===== config.mk =====
export PLATFORM = sky130hd
export DESIGN_NAME = mem_dump_unit_flat
export DESIGN_NICKNAME = d
export VERILOG_FILES = /design/src/rtl/mem_dump_pkg.sv /design/src/rtl/mem_dump_unit_if.sv /design/src/rtl/mem_dump_unit_word_serializer.sv /design/src/rtl/mem_dump_unit.sv /design/src/flat_wrapper.sv
export SDC_FILE = /design/constraint.sdc
export NUM_CORES = 1
export LEC_CHECK = 0
export CAP_MARGIN = 0
export CELL_PAD_IN_SITES_DETAIL_PLACEMENT = 2
export CELL_PAD_IN_SITES_GLOBAL_PLACEMENT = 2
export CORE_ASPECT_RATIO = 1.2
export CORE_MARGIN = 2
export CORE_UTILIZATION = 33
export DETAILED_ROUTE_END_ITERATION = 12
export PLACE_DENSITY_LB_ADDON = 0.2
export RECOVER_POWER = 50
export SLEW_MARGIN = 10
export SYNTH_ARGS = -nofsm -noshare
export SYNTH_HDL_FRONTEND = slang
export SYNTH_SLANG_ARGS = --single-unit

===== constraint.sdc =====
create_clock -name clock_i -period 3.38 [get_ports clock_i]
set_clock_uncertainty 0.2 [all_clocks]
set_input_delay 0.676 -clock clock_i [delete_from_list [all_inputs] [get_ports clock_i]]
set_output_delay 0.676 -clock clock_i [all_outputs]
set_load 0.05 [all_outputs]

===== src/rtl/mem_dump_pkg.sv =====
// Shared constants, state encoding and small helpers for the memory dump engine.
package mem_dump_pkg;

  localparam int unsigned NB_DATA_DEF    = 32;
  localparam int unsigned NB_ADDR_DEF    = 7;
  localparam int unsigned NB_BYTE_DEF    = 8;
  localparam int unsigned BYTES_PER_WORD = NB_DATA_DEF / NB_BYTE_DEF;

  typedef enum logic [2:0] {
    ST_IDLE      = 3'd0,
    ST_SET_ADDR  = 3'd1,
    ST_WAIT_READ = 3'd2,
    ST_CAPTURE   = 3'd3,
    ST_SEND      = 3'd4,
    ST_CHKSUM    = 3'd5,
    ST_DONE      = 3'd6
  } dump_state_e;

  function automatic int unsigned bytes_per_word(input int unsigned nb_data,
                                                 input int unsigned nb_byte);
    return nb_data / nb_byte;
  endfunction

  // Index counters need at least one bit even for a single-byte word.
  function automatic int unsigned idx_width(input int unsigned n);
    return (n > 1) ? $clog2(n) : 1;
  endfunction

endpackage


===== src/rtl/mem_dump_unit_if.sv =====
// Memory-side and UART-side signals of the dump engine, grouped with master/slave views.
interface mem_dump_unit_if
  import mem_dump_pkg::*;
#(
  parameter int unsigned NB_DATA = NB_DATA_DEF,
  parameter int unsigned NB_ADDR = NB_ADDR_DEF,
  parameter int unsigned NB_BYTE = NB_BYTE_DEF
);

  logic               start_i;
  logic [NB_DATA-1:0] data_read_i;
  logic               tx_ready_i;
  logic [NB_ADDR-1:0] addr_mem_debug_o;
  logic               select_debug_o;
  logic [NB_BYTE-1:0] tx_byte_o;
  logic               tx_valid_o;
  logic               busy_o;
  logic               done_o;

  // The dump engine drives the memory address and the transmit stream.
  modport master (
    input  start_i, data_read_i, tx_ready_i,
    output addr_mem_debug_o, select_debug_o, tx_byte_o, tx_valid_o, busy_o, done_o
  );

  modport slave (
    output start_i, data_read_i, tx_ready_i,
    input  addr_mem_debug_o, select_debug_o, tx_byte_o, tx_valid_o, busy_o, done_o
  );

endinterface


===== src/rtl/mem_dump_unit_word_serializer.sv =====
// Holds one memory word and presents it MSB byte first, advancing one byte per handshake.
module word_serializer
  import mem_dump_pkg::*;
#(
  parameter int unsigned NB_DATA = NB_DATA_DEF,
  parameter int unsigned NB_BYTE = NB_BYTE_DEF
) (
  input  logic               clock_i,
  input  logic               reset_i,
  input  logic               load_i,
  input  logic [NB_DATA-1:0] word_i,
  input  logic               shift_i,
  output logic [NB_BYTE-1:0] byte_o,
  output logic               last_o
);

  localparam int unsigned BPW   = bytes_per_word(NB_DATA, NB_BYTE);
  localparam int unsigned IDX_W = idx_width(BPW);

  logic [NB_DATA-1:0] shreg_q, shreg_d;
  logic [IDX_W-1:0]   idx_q, idx_d;
  logic               last_q, last_d;

  // Load wins over shift; shifted-out bytes are replaced by zeros.
  always_comb begin
    shreg_d = shreg_q;
    idx_d   = idx_q;
    if (load_i) begin
      shreg_d = word_i;
      idx_d   = '0;
    end else if (shift_i) begin
      shreg_d = shreg_q << NB_BYTE;
      idx_d   = idx_q + IDX_W'(1);
    end
    last_d = (idx_d == IDX_W'(BPW - 1));
  end

  always_ff @(posedge clock_i or negedge reset_i) begin
    if (!reset_i) begin
      shreg_q <= '0;
      idx_q   <= '0;
      last_q  <= 1'b0;
    end else begin
      shreg_q <= shreg_d;
      idx_q   <= idx_d;
      last_q  <= last_d;
    end
  end

  assign byte_o = shreg_q[NB_DATA-1 -: NB_BYTE];
  assign last_o = last_q;

endmodule


===== src/rtl/mem_dump_unit.sv =====
// Halted-pipeline memory dump: walks every data-memory word and streams its bytes to the UART.
// Define MEM_DUMP_CHECKSUM_EN to append an XOR checksum byte after the last data byte.
module mem_dump_unit
  import mem_dump_pkg::*;
#(
  parameter int unsigned NB_DATA = NB_DATA_DEF,
  parameter int unsigned NB_ADDR = NB_ADDR_DEF,
  parameter int unsigned NB_BYTE = NB_BYTE_DEF
) (
  input  logic            clock_i,
  input  logic            reset_i,
  mem_dump_unit_if.master bus
);

  localparam logic [NB_ADDR-1:0] ADDR_LAST = {NB_ADDR{1'b1}};

  dump_state_e        state_q, state_d;
  logic [NB_ADDR-1:0] cnt_q, cnt_d;
  logic               select_q, busy_q, valid_q, done_q;

  logic               ser_load, ser_shift, ser_last;
  logic [NB_DATA-1:0] ser_word;
  logic [NB_BYTE-1:0] ser_byte;
  logic               handshake;

`ifdef MEM_DUMP_CHECKSUM_EN
  logic [NB_BYTE-1:0] chk_q, chk_d;
`endif

  assign handshake = valid_q & bus.tx_ready_i;

  // Next-state, address counter and serializer control.
  always_comb begin
    state_d   = state_q;
    cnt_d     = cnt_q;
    ser_load  = 1'b0;
    ser_shift = 1'b0;
    ser_word  = bus.data_read_i;
`ifdef MEM_DUMP_CHECKSUM_EN
    chk_d     = chk_q;
`endif
    case (state_q)
      ST_IDLE: begin
        if (bus.start_i) begin
          state_d = ST_SET_ADDR;
          cnt_d   = '0;
`ifdef MEM_DUMP_CHECKSUM_EN
          chk_d   = '0;
`endif
        end
      end
      ST_SET_ADDR:  state_d = ST_WAIT_READ;
      ST_WAIT_READ: state_d = ST_CAPTURE;
      ST_CAPTURE: begin
        ser_load = 1'b1;
        state_d  = ST_SEND;
      end
      ST_SEND: begin
        if (handshake) begin
          ser_shift = 1'b1;
`ifdef MEM_DUMP_CHECKSUM_EN
          chk_d     = chk_q ^ ser_byte;
`endif
          if (ser_last) begin
            if (cnt_q == ADDR_LAST) begin
`ifdef MEM_DUMP_CHECKSUM_EN
              // Reuse the serializer to present the checksum as a normal byte.
              state_d  = ST_CHKSUM;
              ser_load = 1'b1;
              ser_word = NB_DATA'(chk_q ^ ser_byte) << (NB_DATA - NB_BYTE);
`else
              state_d  = ST_DONE;
              cnt_d    = '0;
`endif
            end else begin
              cnt_d   = cnt_q + NB_ADDR'(1);
              state_d = ST_SET_ADDR;
            end
          end
        end
      end
`ifdef MEM_DUMP_CHECKSUM_EN
      ST_CHKSUM: begin
        if (handshake) begin
          ser_shift = 1'b1;
          state_d   = ST_DONE;
          cnt_d     = '0;
        end
      end
`endif
      ST_DONE: state_d = ST_IDLE;
      default: state_d = ST_IDLE;
    endcase
  end

  always_ff @(posedge clock_i or negedge reset_i) begin
    if (!reset_i) begin
      state_q <= ST_IDLE;
      cnt_q   <= '0;
    end else begin
      state_q <= state_d;
      cnt_q   <= cnt_d;
    end
  end

  // Status outputs registered from the next state so they line up with the state register.
  always_ff @(posedge clock_i or negedge reset_i) begin
    if (!reset_i) begin
      select_q <= 1'b0;
      busy_q   <= 1'b0;
      valid_q  <= 1'b0;
      done_q   <= 1'b0;
    end else begin
      select_q <= (state_d != ST_IDLE) && (state_d != ST_DONE);
      busy_q   <= (state_d != ST_IDLE);
      valid_q  <= (state_d == ST_SEND) || (state_d == ST_CHKSUM);
      done_q   <= (state_d == ST_DONE);
    end
  end

`ifdef MEM_DUMP_CHECKSUM_EN
  always_ff @(posedge clock_i or negedge reset_i) begin
    if (!reset_i) begin
      chk_q <= '0;
    end else begin
      chk_q <= chk_d;
    end
  end
`endif

  word_serializer #(
    .NB_DATA (NB_DATA),
    .NB_BYTE (NB_BYTE)
  ) u_ser (
    .clock_i (clock_i),
    .reset_i (reset_i),
    .load_i  (ser_load),
    .word_i  (ser_word),
    .shift_i (ser_shift),
    .byte_o  (ser_byte),
    .last_o  (ser_last)
  );

  assign bus.addr_mem_debug_o = cnt_q;
  assign bus.select_debug_o   = select_q;
  assign bus.tx_byte_o        = ser_byte;
  assign bus.tx_valid_o       = valid_q;
  assign bus.busy_o           = busy_q;
  assign bus.done_o           = done_q;

endmodule


===== src/flat_wrapper.sv =====
// flat-port wrapper written by rule: the top's interface ports become plain ports
module mem_dump_unit_flat import mem_dump_pkg::*;
#(
  parameter int unsigned NB_DATA = NB_DATA_DEF,
  parameter int unsigned NB_ADDR = NB_ADDR_DEF,
  parameter int unsigned NB_BYTE = NB_BYTE_DEF
)
  (clock_i, reset_i, bus_start_i, bus_data_read_i, bus_tx_ready_i, bus_addr_mem_debug_o, bus_select_debug_o, bus_tx_byte_o, bus_tx_valid_o, bus_busy_o, bus_done_o);
  mem_dump_unit_if #(.NB_DATA(NB_DATA), .NB_ADDR(NB_ADDR), .NB_BYTE(NB_BYTE)) bus_i ();
  input  logic clock_i;
  input  logic reset_i;
  input wire logic [$bits(bus_i.start_i)-1:0] bus_start_i;
  input wire logic [$bits(bus_i.data_read_i)-1:0] bus_data_read_i;
  input wire logic [$bits(bus_i.tx_ready_i)-1:0] bus_tx_ready_i;
  output wire logic [$bits(bus_i.addr_mem_debug_o)-1:0] bus_addr_mem_debug_o;
  output wire logic [$bits(bus_i.select_debug_o)-1:0] bus_select_debug_o;
  output wire logic [$bits(bus_i.tx_byte_o)-1:0] bus_tx_byte_o;
  output wire logic [$bits(bus_i.tx_valid_o)-1:0] bus_tx_valid_o;
  output wire logic [$bits(bus_i.busy_o)-1:0] bus_busy_o;
  output wire logic [$bits(bus_i.done_o)-1:0] bus_done_o;
  assign bus_i.start_i = bus_start_i;
  assign bus_i.data_read_i = bus_data_read_i;
  assign bus_i.tx_ready_i = bus_tx_ready_i;
  assign bus_addr_mem_debug_o = bus_i.addr_mem_debug_o;
  assign bus_select_debug_o = bus_i.select_debug_o;
  assign bus_tx_byte_o = bus_i.tx_byte_o;
  assign bus_tx_valid_o = bus_i.tx_valid_o;
  assign bus_busy_o = bus_i.busy_o;
  assign bus_done_o = bus_i.done_o;
  mem_dump_unit #(.NB_DATA(NB_DATA), .NB_ADDR(NB_ADDR), .NB_BYTE(NB_BYTE)) u_core (.clock_i(clock_i), .reset_i(reset_i), .bus(bus_i));
endmodule

==> results of run 1 <==
-- cells by family (layout without fill, tap and decap cells) --
kind of cell / after synthesis / in the layout / share of synthesized area
compound gates: 45 / 45 / 0.115
xor+xnor: 3 / 3 / 0.0112
fa+ha+maj: 1 / 1 / 0.00534
buf+inv: 22 / 64 / 0.0625
flops: 49 / 49 / 0.524
mux: 22 / 22 / 0.0946
simple gates: 92 / 92 / 0.187
-- placed cells by master, fill, tap and decap left out, drive strengths merged, types with 2 or more instances in the layout --
master,Yosys,final
nand3b,2,2
clkdlybuf4s50,0,51
dlygate4sd3,0,2
a31oi,2,2
or2,3,3
and3,4,4
nor2,7,7
mux2i,21,21
nand2,47,47
nand3,17,17
a22o,5,5
a211o,2,2
nor4,2,2
clkbuf,6,8
dfrtp,49,49
o21ai,26,26
xnor2,3,3
nor3,5,5
a21oi,3,3
o21bai,2,2
a22oi,2,2
-- layout make-up --
type	count	area (um2)	area share
multi-input cells	163	977	0.332
clock buffers	5	68.8	0.0234
flip-flops and latches	49	1230	0.417
clock inverters	1	5.00	0.00170
inverters	1	3.75	0.00128
repair buffers	57	549	0.187
well taps	87	109	0.0370
-- sequential cells by signal, indices dropped and copies added (netlist names) --
register,count
u_core.u_ser.shreg_q,32
u_core.bus.addr_mem_debug_o,7
u_core.state_q,3
u_core.u_ser.idx_q,2
u_core.bus.busy_o,1
u_core.bus.done_o,1
u_core.bus.select_debug_o,1
u_core.bus.tx_valid_o,1
u_core.u_ser.last_o,1
-- tightest hold or removal path: cells and delay by family (launching register included) --
family / cells / cell delay, ns
AO/OA/AOI/OAI: 1 / 0.07
AND/OR/NAND/NOR: 1 / 0.06
flip-flops: 1 / 0.35
-- worst paths after layout --
path | start | endpoint
min in group asynchronous | reset_i | u_core.u_ser.shreg_q[31]$_DFFE_PN0P_
max in group asynchronous | reset_i | u_core.u_ser.shreg_q[27]$_DFFE_PN0P_
setup / recovery | u_core.state_q[2]$_DFF_PN0_ | u_core.u_ser.shreg_q[24]$_DFFE_PN0P_
hold / removal | u_core.u_ser.shreg_q[12]$_DFFE_PN0P_ | u_core.u_ser.shreg_q[20]$_DFFE_PN0P_
setup reg to reg | u_core.state_q[2]$_DFF_PN0_ | u_core.u_ser.shreg_q[24]$_DFFE_PN0P_
hold reg to reg | u_core.u_ser.shreg_q[12]$_DFFE_PN0P_ | u_core.u_ser.shreg_q[20]$_DFFE_PN0P_
-- power breakdown --
group	internal, mW	switching (mW)
clock network	0.137	0.188
logic	0.315	0.526
registers	0.797	0.148
-- layer usage --
| metal | global-route usage | vias to the layer above |
|---|---|---|
| met1 | 0.202 | 934 |
| met3 | 0.0310 | 5 |
| met2 | 0.278 | 34 |
| met4 | 0.0508 | 0 |
| met5 | 0 | - |
| li1 | - | 890 |
==> metrics.txt, run 1 <==
# TYPE chip_impl_metric gauge
chip_impl_metric{name="postRouteWirelength",unit="mm"} 5.62
chip_impl_metric{name="routedWlPerCell",unit="um"} 15.5
chip_impl_metric{name="grt_usage",unit=""} 0.161
chip_impl_info{name="synth.area.top_cells",value="sky130_fd_sc_hd__dfrtp_1 52%, sky130_fd_sc_hd__mux2i_1 9.0%, sky130_fd_sc_hd__nand2_1 7.5%, sky130_fd_sc_hd__nand3_1 3.6%, sky130_fd_sc_hd__o21ai_1 3.2%"} 1
chip_impl_metric{name="max_capacitance_violation_count",unit=""} 1
chip_impl_metric{name="detail_route.iter0.violations",unit=""} 46
chip_impl_metric{name="dp_hpwl",unit="mm"} 4.08
chip_impl_metric{name="vias_per_cell",unit=""} 5.13
chip_impl_info{name="root_buffer",value="sky130_fd_sc_hd__clkbuf_8"} 1
chip_impl_metric{name="final_max_slew_viol_count",unit=""} 38
chip_impl_info{name="synth_top_cells_by_count",value="49 x sky130_fd_sc_hd__dfrtp_1, 47 x sky130_fd_sc_hd__nand2_1, 21 x sky130_fd_sc_hd__mux2i_1, 17 x sky130_fd_sc_hd__nand3_1, 15 x sky130_fd_sc_hd__o21ai_1"} 1
chip_impl_metric{name="maximum_clock_rate",unit="GHz"} 0.382
chip_impl_metric{name="rr_worst_depth",unit=""} 4
chip_impl_info{name="worst_hold_class",value="register to register"} 1
chip_impl_metric{name="fill_cells",unit=""} 788
chip_impl_metric{name="first_global_vias",unit=""} 1959
chip_impl_metric{name="syn_nets",unit=""} 271
chip_impl_info{name="worst_setup_path_start_kind",value="register"} 1
chip_impl_metric{name="largest_fanout_on_the_critical_path",unit=""} 19
chip_impl_metric{name="synth_async_sr_flop_share",unit=""} 1.00
chip_impl_metric{name="finalWeightedCongestion",unit=""} 0.783
chip_impl_metric{name="dieArea",unit="mm2"} 0.00779
chip_impl_metric{name="met2_wirelength",unit="mm"} 2.91
chip_impl_metric{name="slowest_delay",unit="ns"} 0.71
chip_impl_metric{name="timing.critical_path.required",unit="ns"} 3.36
chip_impl_metric{name="fin_util",unit=""} 0.429
chip_impl_metric{name="peakVddDrop",unit="V"} 0.000331
chip_impl_metric{name="power_density",unit="mW/mm2"} 718
chip_impl_metric{name="globalRouteOverflowTotal",unit=""} 0
chip_impl_metric{name="flow.area_growth_from_synthesis",unit="%"} 25.5
chip_impl_metric{name="synth_area_per_cell",unit="um2"} 10.0
chip_impl_metric{name="layout_cells_sized_above_1",unit=""} 0.0435
chip_impl_info{name="critPathTopFamily",value="simple AND/OR/NAND/NOR gates"} 1
chip_impl_metric{name="static-leakage-power",unit="nW"} 1.30
chip_impl_info{name="worst_setup_path_end_kind",value="register"} 1
chip_impl_metric{name="slew-limit-headroom",unit=""} -0.335
chip_impl_info{name="most_common_cell_in_the_synthesized_netlist",value="sky130_fd_sc_hd__dfrtp_1"} 1
chip_impl_metric{name="postLayoutSetupSlackWorst",unit="ns"} 0.759
chip_impl_metric{name="worst-endpoint-arrival",unit="ns"} 2.60
chip_impl_info{name="crit_type",value="register to register"} 1
chip_impl_metric{name="place_area",unit="mm2"} 0.00287
chip_impl_metric{name="finish.instance_area",unit="mm2"} 0.00294
chip_impl_metric{name="clkSlewWorstSetupHoldPaths",unit="ns"} 0.09
chip_impl_metric{name="first_pass_iters",unit=""} 4
chip_impl_metric{name="tns",unit="ns"} 0
chip_impl_info{name="failed_checks",value="capacitance limit, slew limit"} 1
chip_impl_metric{name="timing.final.crit_period",unit="ns"} 2.62
chip_impl_metric{name="via_count",unit=""} 1863
chip_impl_metric{name="cts_hold_buf",unit=""} 0
chip_impl_metric{name="initial_core_util",unit=""} 0.342
chip_impl_info{name="synth_top_area_cell",value="sky130_fd_sc_hd__dfrtp_1"} 1
chip_impl_info{name="route.top_layer_used",value="met4"} 1
chip_impl_info{name="worst_path_max_delay_cell",value="sky130_fd_sc_hd__dfrtp_1"} 1
chip_impl_metric{name="wl_met3",unit="um"} 161
chip_impl_info{name="critical_path.cell_chain",value="or3b_1 > or2_1 > mux2i_1 > o21ai_1"} 1
chip_impl_metric{name="antenna_cells",unit=""} 0
chip_impl_metric{name="ys_seq_area_frac",unit=""} 0.524
chip_impl_info{name="run_status",value="finished with violations"} 1
chip_impl_metric{name="cts.htree.levels",unit=""} 2
chip_impl_metric{name="pre_cts_slack",unit="ns"} 0.558
chip_impl_metric{name="critPathBufInv",unit=""} 0
chip_impl_metric{name="total_power",unit="mW"} 2.11
chip_impl_metric{name="postCtsSetupRepairBufs",unit=""} 0
chip_impl_metric{name="cts_resized",unit=""} 0
chip_impl_info{name="rsz_0062_raised_after_global_routing",value="no"} 1
chip_impl_metric{name="antenna_found_initial",unit=""} 0
chip_impl_metric{name="synth-seq-cells",unit=""} 49
chip_impl_metric{name="grt_max_degree",unit=""} 38
chip_impl_metric{name="routedLengthMet1",unit="mm"} 2.47
chip_impl_metric{name="clkLatencyLatePin",unit="ns"} 0.30
chip_impl_metric{name="rows",unit=""} 33
chip_impl_metric{name="timing.reg2reg.setup_slack",unit="ns"} 0.76
chip_impl_metric{name="max-clock-path-buffers",unit=""} 2
chip_impl_metric{name="final-instance-count-excl-fill",unit=""} 363
chip_impl_metric{name="final_hold_viol_count",unit=""} 0
chip_impl_metric{name="worstSetupPathDepth",unit=""} 4
chip_impl_metric{name="io_buffers",unit=""} 54
chip_impl_metric{name="netlist_area",unit="mm2"} 0.00234
chip_impl_metric{name="min_path_cells",unit=""} 2
chip_impl_metric{name="tritoncts.num_buffers",unit=""} 5
chip_impl_metric{name="first_pass_grt_wire_length",unit="mm"} 9.57
chip_impl_metric{name="route.antenna.remaining_nets",unit=""} 0
chip_impl_metric{name="holdWs",unit="ns"} 0.305
chip_impl_metric{name="dieHeight",unit="um"} 96.3
chip_impl_metric{name="synth.lib_cells_used.distinct",unit=""} 36
chip_impl_metric{name="fin_crit_sh",unit=""} 0.775
chip_impl_metric{name="num-nets-final",unit=""} 314
chip_impl_metric{name="timing.final.setup_violations",unit=""} 0
chip_impl_metric{name="yosysTopAreaCellShare",unit=""} 0.524
chip_impl_metric{name="synthCells",unit=""} 234
chip_impl_metric{name="floorplan.die.width",unit="um"} 80.9
chip_impl_metric{name="yosys_warnings",unit=""} 0
chip_impl_metric{name="worst_pin_slew",unit="ns"} 2.00
chip_impl_info{name="cts_tree",value="built"} 1
chip_impl_metric{name="drcViolationCount",unit=""} 0
chip_impl_metric{name="dp.cells",unit=""} 357
chip_impl_metric{name="area_of_the_core",unit="mm2"} 0.00685
chip_impl_metric{name="io_pins",unit=""} 55
chip_impl_info{name="postSynth.topFlopCell",value="sky130_fd_sc_hd__dfrtp_1"} 1
chip_impl_metric{name="number_of_synthesized_flops_with_an_enable_pin",unit=""} 0
chip_impl_metric{name="cts_num_sinks",unit=""} 49
Note: power is estimated with default switching activity, not from simulation.
==> inputs of run 2 (changes only) <==
CORE_UTILIZATION = 30   (was 33)
clock period = 2.67 ns   (was 3.38 ns; I/O delays follow)
==> metrics.txt, run 2 (synthesis gave the netlist of run 1 again) <==
# TYPE chip_impl_metric gauge
chip_impl_info{name="run_status",value="finished clean"} 1
chip_impl_metric{name="dp.cells",unit=""} 363
chip_impl_info{name="cp-startpoint",value="u_core.bus.addr_mem_debug_o[0]$_DFFE_PN0P_"} 1
chip_impl_metric{name="clkLatencyLatePin",unit="ns"} 0.31
chip_impl_metric{name="p_sw",unit="mW"} 1.13
chip_impl_metric{name="worst_pin_slew",unit="ns"} 1.24
chip_impl_metric{name="drcViolationCount",unit=""} 0
chip_impl_info{name="cts_tree",value="built"} 1
chip_impl_info{name="rsz_0062_raised_after_global_routing",value="no"} 1
chip_impl_metric{name="slowest_delay",unit="ns"} 0.85
chip_impl_metric{name="clkSlewWorstSetupHoldPaths",unit="ns"} 0.09
chip_impl_info{name="timing.hold.worst.start",value="u_core.u_ser.shreg_q[4]$_DFFE_PN0P_"} 1
chip_impl_info{name="worst_setup_path_start_kind",value="register"} 1
chip_impl_metric{name="route.antenna.remaining_nets",unit=""} 0
chip_impl_metric{name="finalWeightedCongestion",unit=""} 0.765
chip_impl_metric{name="cts_num_sinks",unit=""} 49
chip_impl_info{name="root_buffer",value="sky130_fd_sc_hd__clkbuf_8"} 1
chip_impl_info{name="critPathTopFamily",value="buffers and inverters"} 1
chip_impl_metric{name="p_seq_frac",unit=""} 0.417
chip_impl_metric{name="largest_fanout_on_the_critical_path",unit=""} 7
chip_impl_metric{name="initial_core_util",unit=""} 0.307
chip_impl_info{name="worst_hold_class",value="register to register"} 1
chip_impl_metric{name="io_pins",unit=""} 55
chip_impl_metric{name="tritoncts.num_buffers",unit=""} 5
chip_impl_metric{name="max_capacitance_violation_count",unit=""} 0
chip_impl_info{name="critical_path.cell_chain",value="clkdlybuf4s50_1"} 1
chip_impl_metric{name="pre_cts_slack",unit="ns"} 0.300
chip_impl_info{name="worstReg2RegEnd",value="u_core.u_ser.shreg_q[28]$_DFFE_PN0P_"} 1
chip_impl_info{name="r2r-start",value="u_core.state_q[1]$_DFF_PN0_"} 1
chip_impl_metric{name="cts_resized",unit=""} 0
chip_impl_metric{name="maximum_clock_rate",unit="GHz"} 0.418
chip_impl_metric{name="final-instance-count-excl-fill",unit=""} 371
chip_impl_metric{name="antenna_cells",unit=""} 0
chip_impl_metric{name="share_clk_of_total_power",unit=""} 0.191
chip_impl_metric{name="fin_util",unit=""} 0.394
chip_impl_metric{name="rr_worst_depth",unit=""} 5
chip_impl_metric{name="postLayoutSetupSlackWorst",unit="ns"} 0.280
chip_impl_metric{name="area_of_the_core",unit="mm2"} 0.00762
chip_impl_metric{name="min_path_cells",unit=""} 2
chip_impl_metric{name="dp_hpwl",unit="mm"} 4.29
chip_impl_metric{name="final_hold_viol_count",unit=""} 0
chip_impl_metric{name="first_global_vias",unit=""} 1915
chip_impl_metric{name="cts_hold_buf",unit=""} 0
chip_impl_metric{name="dieArea",unit="mm2"} 0.00853
chip_impl_metric{name="slew-limit-headroom",unit=""} 0.175
chip_impl_metric{name="vias_per_cell",unit=""} 4.95
chip_impl_metric{name="grt_usage",unit=""} 0.148
chip_impl_metric{name="max-clock-path-buffers",unit=""} 2
chip_impl_metric{name="postCtsSetupRepairBufs",unit=""} 0
chip_impl_metric{name="layout_cells_sized_above_1",unit=""} 0.0645
chip_impl_metric{name="critPathBufInv",unit=""} 1
chip_impl_metric{name="p_sw_frac",unit=""} 0.398
chip_impl_metric{name="detail_route.iter0.violations",unit=""} 65
chip_impl_metric{name="postRouteWirelength",unit="mm"} 5.90
chip_impl_metric{name="comb_power_share",unit=""} 0.392
chip_impl_metric{name="largest_register_ffs",unit=""} 32
chip_impl_info{name="largest-register",value="u_core.u_ser.shreg_q"} 1
chip_impl_metric{name="peakVddDrop",unit="V"} 0.000395
chip_impl_metric{name="dieHeight",unit="um"} 101
chip_impl_metric{name="grt_max_degree",unit=""} 50
chip_impl_metric{name="static-leakage-power",unit="nW"} 1.34
chip_impl_info{name="timing.hold.worst_endpoint",value="u_core.u_ser.shreg_q[4]$_DFFE_PN0P_"} 1
chip_impl_metric{name="io_buffers",unit=""} 54
chip_impl_metric{name="floorplan.die.width",unit="um"} 84.7
chip_impl_metric{name="rows",unit=""} 35
chip_impl_info{name="layout_commonest_cell",value="sky130_fd_sc_hd__clkdlybuf4s50_1"} 1
chip_impl_metric{name="timing.critical_path.required",unit="ns"} 1.94
chip_impl_metric{name="holdWs",unit="ns"} 0.313
chip_impl_metric{name="antenna_found_initial",unit=""} 0
chip_impl_info{name="crit_type",value="register to output pin"} 1
chip_impl_metric{name="first_pass_grt_wire_length",unit="mm"} 9.89
chip_impl_metric{name="first_pass_iters",unit=""} 4
chip_impl_info{name="commonest_non_fill_non_tap_cells_in_the_layout",value="51 x sky130_fd_sc_hd__clkdlybuf4s50_1, 49 x sky130_fd_sc_hd__dfrtp_1, 47 x sky130_fd_sc_hd__nand2_1, 21 x sky130_fd_sc_hd__mux2i_1, 17 x sky130_fd_sc_hd__nand3_1"} 1
chip_impl_metric{name="cts.htree.levels",unit=""} 2
chip_impl_metric{name="power_density",unit="mW/mm2"} 945
chip_impl_metric{name="timing.reg2reg.setup_slack",unit="ns"} 0.43
chip_impl_metric{name="worst-endpoint-arrival",unit="ns"} 1.66
chip_impl_metric{name="globalRouteOverflowTotal",unit=""} 0
chip_impl_metric{name="via_count",unit=""} 1838
chip_impl_metric{name="routedWlPerCell",unit="um"} 15.9
chip_impl_metric{name="p_int",unit="mW"} 1.71
chip_impl_info{name="worst_setup_path_end_kind",value="output pin"} 1
chip_impl_metric{name="timing.final.setup_violations",unit=""} 0
chip_impl_metric{name="fin_crit_sh",unit=""} 0.895
chip_impl_metric{name="flow.area_growth_from_synthesis",unit="%"} 28.3
chip_impl_metric{name="num-nets-final",unit=""} 315
chip_impl_metric{name="final_max_slew_viol_count",unit=""} 0
chip_impl_metric{name="timing.final.crit_period",unit="ns"} 2.39
chip_impl_info{name="worst_path_max_delay_cell",value="sky130_fd_sc_hd__clkdlybuf4s50_1"} 1
chip_impl_metric{name="tns",unit="ns"} 0
==> run 2: routing by layer <==
metal,global-route usage,part of all wire,vias up
met2,0.250,0.52,33
met1,0.191,0.44,907
met5,0,0,-
met4,0.0549,0.016,0
met3,0.0262,0.030,6
li1,-,-,892
==> run 2: final cells by class <==
cell class / count / area [um2]
fill: 862 / 4610
sequential: 49 / 1230
multi-input combinational: 163 / 972
timing repair buffer: 58 / 576
tap: 92 / 115
clock buffer: 5 / 68.8
clock inverter: 3 / 43.8
inverter: 1 / 3.75
==> run 2: power by group through the flow <==
| stage | logic, mW | clock network (mW) | registers, mW |
|---|---|---|---|
| 2_1_floorplan | 0.807 | 0 | 1.19 |
| 3_3_place_gp | 1.10 | 0 | 1.19 |
| 3_5_place_dp | 1.14 | 0 | 1.21 |
| 4_1_cts | 1.15 | 0.564 | 1.19 |
| 5_1_grt | 1.25 | 0.591 | 1.23 |
| 6_report | 1.11 | 0.543 | 1.18 |
==> run 2: worst max path at each step <==
stage          cells after the start                                    endpoint
2_1_floorplan                      5  u_core.bus.addr_mem_debug_o[4]$_DFFE_PN0P_
3_3_place_gp                       6        u_core.u_ser.shreg_q[25]$_DFFE_PN0P_
3_5_place_dp                       6        u_core.u_ser.shreg_q[28]$_DFFE_PN0P_
4_1_cts                            1                     bus_addr_mem_debug_o[0]
5_1_grt                            1                     bus_addr_mem_debug_o[0]
6_report                           1                     bus_addr_mem_debug_o[0]
==> run 2: metrics by stage <==
stage	cell area (um2)	total power [mW]
floorplan	2340	2.00
global placement	2900	2.29
detailed placement	2900	2.35
CTS	3010	2.90
global route	3010	3.07
finish	3010	2.84
==> inputs of run 3 (changes only) <==
clock period = 2.4 ns   (was 2.67 ns; I/O delays follow)
==> metrics.txt, run 3 (synthesis gave the netlist of run 1 again) <==
# TYPE chip_impl_metric gauge
chip_impl_metric{name="timing.final.crit_period",unit="ns"} 2.30
chip_impl_info{name="worst_hold_class",value="input pin to asynchronous set/reset pin"} 1
chip_impl_metric{name="grt_max_degree",unit=""} 50
chip_impl_metric{name="floorplan.die.width",unit="um"} 84.7
chip_impl_info{name="worst_setup_path_start_kind",value="register"} 1
chip_impl_info{name="cts_tree",value="built"} 1
chip_impl_info{name="run_status",value="finished clean"} 1
chip_impl_metric{name="cts_resized",unit=""} 0
chip_impl_metric{name="num-nets-final",unit=""} 318
chip_impl_metric{name="postRouteWirelength",unit="mm"} 5.89
chip_impl_info{name="critical_path.cell_chain",value="clkdlybuf4s50_1"} 1
chip_impl_metric{name="maximum_clock_rate",unit="GHz"} 0.435
chip_impl_metric{name="dieHeight",unit="um"} 101
chip_impl_metric{name="grt_usage",unit=""} 0.151
chip_impl_metric{name="power_density",unit="mW/mm2"} 1010
chip_impl_metric{name="via_count",unit=""} 1860
chip_impl_metric{name="timing.reg2reg.setup_slack",unit="ns"} 0.33
chip_impl_metric{name="largest_fanout_on_the_critical_path",unit=""} 8
chip_impl_metric{name="slowest_delay",unit="ns"} 0.85
chip_impl_metric{name="comb_power_share",unit=""} 0.406
chip_impl_metric{name="cts.htree.levels",unit=""} 2
chip_impl_metric{name="first_pass_iters",unit=""} 4
chip_impl_metric{name="drcViolationCount",unit=""} 0
chip_impl_metric{name="share_clk_of_total_power",unit=""} 0.161
chip_impl_metric{name="io_pins",unit=""} 55
chip_impl_metric{name="timing.critical_path.required",unit="ns"} 1.72
chip_impl_info{name="critPathTopFamily",value="buffers and inverters"} 1
chip_impl_metric{name="tritoncts.num_buffers",unit=""} 5
chip_impl_metric{name="vias_per_cell",unit=""} 4.97
chip_impl_metric{name="initial_core_util",unit=""} 0.307
chip_impl_metric{name="clkLatencyLatePin",unit="ns"} 0.30
chip_impl_metric{name="cts_num_sinks",unit=""} 49
chip_impl_metric{name="antenna_found_initial",unit=""} 0
chip_impl_metric{name="p_seq_frac",unit=""} 0.433
chip_impl_metric{name="dp_hpwl",unit="mm"} 4.34
chip_impl_metric{name="routedWlPerCell",unit="um"} 15.8
chip_impl_metric{name="largest_register_ffs",unit=""} 32
chip_impl_metric{name="antenna_cells",unit=""} 0
chip_impl_metric{name="worst_pin_slew",unit="ns"} 1.23
chip_impl_info{name="largest-register",value="u_core.u_ser.shreg_q"} 1
chip_impl_metric{name="globalRouteOverflowTotal",unit=""} 0
chip_impl_metric{name="flow.area_growth_from_synthesis",unit="%"} 27.5
chip_impl_metric{name="route.antenna.remaining_nets",unit=""} 0
chip_impl_info{name="root_buffer",value="sky130_fd_sc_hd__clkbuf_8"} 1
chip_impl_metric{name="worstSetupPathDepth",unit=""} 1
chip_impl_info{name="layout_commonest_cell",value="sky130_fd_sc_hd__clkdlybuf4s50_1"} 1
chip_impl_metric{name="static-leakage-power",unit="nW"} 1.33
chip_impl_metric{name="p_int",unit="mW"} 1.79
chip_impl_metric{name="first_global_vias",unit=""} 2005
chip_impl_info{name="commonest_non_fill_non_tap_cells_in_the_layout",value="52 x sky130_fd_sc_hd__clkdlybuf4s50_1, 49 x sky130_fd_sc_hd__dfrtp_1, 47 x sky130_fd_sc_hd__nand2_1, 21 x sky130_fd_sc_hd__mux2i_1, 17 x sky130_fd_sc_hd__nand3_1"} 1
chip_impl_metric{name="finalWeightedCongestion",unit=""} 0.792
chip_impl_metric{name="area_of_the_core",unit="mm2"} 0.00762
chip_impl_metric{name="pre_cts_slack",unit="ns"} 0.115
chip_impl_info{name="crit_type",value="register to output pin"} 1
chip_impl_metric{name="slew-limit-headroom",unit=""} 0.180
chip_impl_metric{name="layout_cells_sized_above_1",unit=""} 0.0638
chip_impl_metric{name="postLayoutSetupSlackWorst",unit="ns"} 0.0998
chip_impl_metric{name="peakVddDrop",unit="V"} 0.000434
chip_impl_metric{name="cts_hold_buf",unit=""} 0
chip_impl_metric{name="postCtsSetupRepairBufs",unit=""} 0
chip_impl_metric{name="p_sw_frac",unit=""} 0.409
chip_impl_info{name="worst_setup_path_end_kind",value="output pin"} 1
chip_impl_metric{name="tns",unit="ns"} 0
chip_impl_metric{name="max-clock-path-buffers",unit=""} 2
chip_impl_metric{name="timing.final.setup_violations",unit=""} 0
chip_impl_metric{name="dieArea",unit="mm2"} 0.00853
chip_impl_metric{name="critPathBufInv",unit=""} 1
chip_impl_metric{name="p_sw",unit="mW"} 1.24
chip_impl_metric{name="detail_route.iter0.violations",unit=""} 47
chip_impl_metric{name="final_hold_viol_count",unit=""} 0
chip_impl_info{name="worst_path_max_delay_cell",value="sky130_fd_sc_hd__clkdlybuf4s50_1"} 1
chip_impl_metric{name="rows",unit=""} 35
chip_impl_metric{name="fin_crit_sh",unit=""} 0.958
chip_impl_metric{name="worst-endpoint-arrival",unit="ns"} 1.62
chip_impl_metric{name="io_buffers",unit=""} 54
chip_impl_info{name="rsz_0062_raised_after_global_routing",value="no"} 1
chip_impl_metric{name="fill_cells",unit=""} 863
chip_impl_metric{name="rr_worst_depth",unit=""} 5
chip_impl_metric{name="max_capacitance_violation_count",unit=""} 0
chip_impl_metric{name="final_max_slew_viol_count",unit=""} 0
chip_impl_metric{name="first_pass_grt_wire_length",unit="mm"} 10.1
chip_impl_metric{name="clkSlewWorstSetupHoldPaths",unit="ns"} 0.09
-- run 3: final cells by class --
type / count / area [um2] / area share
Clock inverter: 2 / 13.8 / 0.00461
Timing Repair Buffer: 61 / 578 / 0.194
Sequential cell: 49 / 1230 / 0.411
Inverter: 1 / 3.75 / 0.00126
Clock buffer: 6 / 72.6 / 0.0243
Tap cell: 92 / 115 / 0.0385
Multi-Input combinational cell: 163 / 977 / 0.327
-- run 3: metal layers --
| metal | track usage | up-vias | part of all wire |
|---|---|---|---|
| met1 | 0.183 | 912 | 0.42 |
| met5 | 0 | - | 0 |
| met3 | 0.0319 | 8 | 0.039 |
| li1 | - | 901 | - |
| met2 | 0.267 | 39 | 0.52 |
| met4 | 0.0525 | 0 | 0.018 |
-- run 3: power by group through the flow --
| stage | logic [mW] | registers [mW] | clock network (mW) |
|---|---|---|---|
| global placement | 1.22 | 1.33 | 0 |
| detailed placement | 1.26 | 1.34 | 0 |
| global route | 1.38 | 1.36 | 0.553 |
| finish | 1.23 | 1.31 | 0.487 |
| floorplan | 0.897 | 1.33 | 0 |
| CTS | 1.27 | 1.32 | 0.517 |
-- run 3: final timing paths --
check                                                             end                                       start
max in group asynchronous        u_core.u_ser.shreg_q[13]$_DFFE_PN0P_                                     reset_i
min reg2reg                       u_core.u_ser.shreg_q[5]$_DFFE_PN0P_         u_core.u_ser.shreg_q[5]$_DFFE_PN0P_
max reg2reg                      u_core.u_ser.shreg_q[26]$_DFFE_PN0P_                 u_core.state_q[1]$_DFF_PN0_
min                        u_core.bus.addr_mem_debug_o[3]$_DFFE_PN0P_                                     reset_i
max                                           bus_addr_mem_debug_o[2]  u_core.bus.addr_mem_debug_o[2]$_DFFE_PN0P_
min in group clock_i              u_core.u_ser.shreg_q[5]$_DFFE_PN0P_         u_core.u_ser.shreg_q[5]$_DFFE_PN0P_
-- run 3: stage by stage --
step                cells  instance area [um2]  power (mW)  hold slack, ns  utilization
floorplan             234                 2340        2.22         -0.0156            -
global placement      366                 2910        2.54           0.285        0.382
detailed placement    366                 2910        2.60           0.291        0.382
CTS                   374                 3000        3.11          0.0943        0.393
global route          374                 2990        3.30           0.356        0.392
finish                374                 2990        3.03           0.306        0.392
-- run 3: worst register-to-register path: cells and delay by family, from the launching register on --
| family | cells | cell delay (ns) |
|---|---|---|
| DFF | 1 | 0.47 |
| and+or+nand+nor | 2 | 0.79 |
| AOI/OAI and AO/OA | 1 | 0.08 |
| muxes | 1 | 0.20 |
| buffers and inverters | 1 | 0.22 |
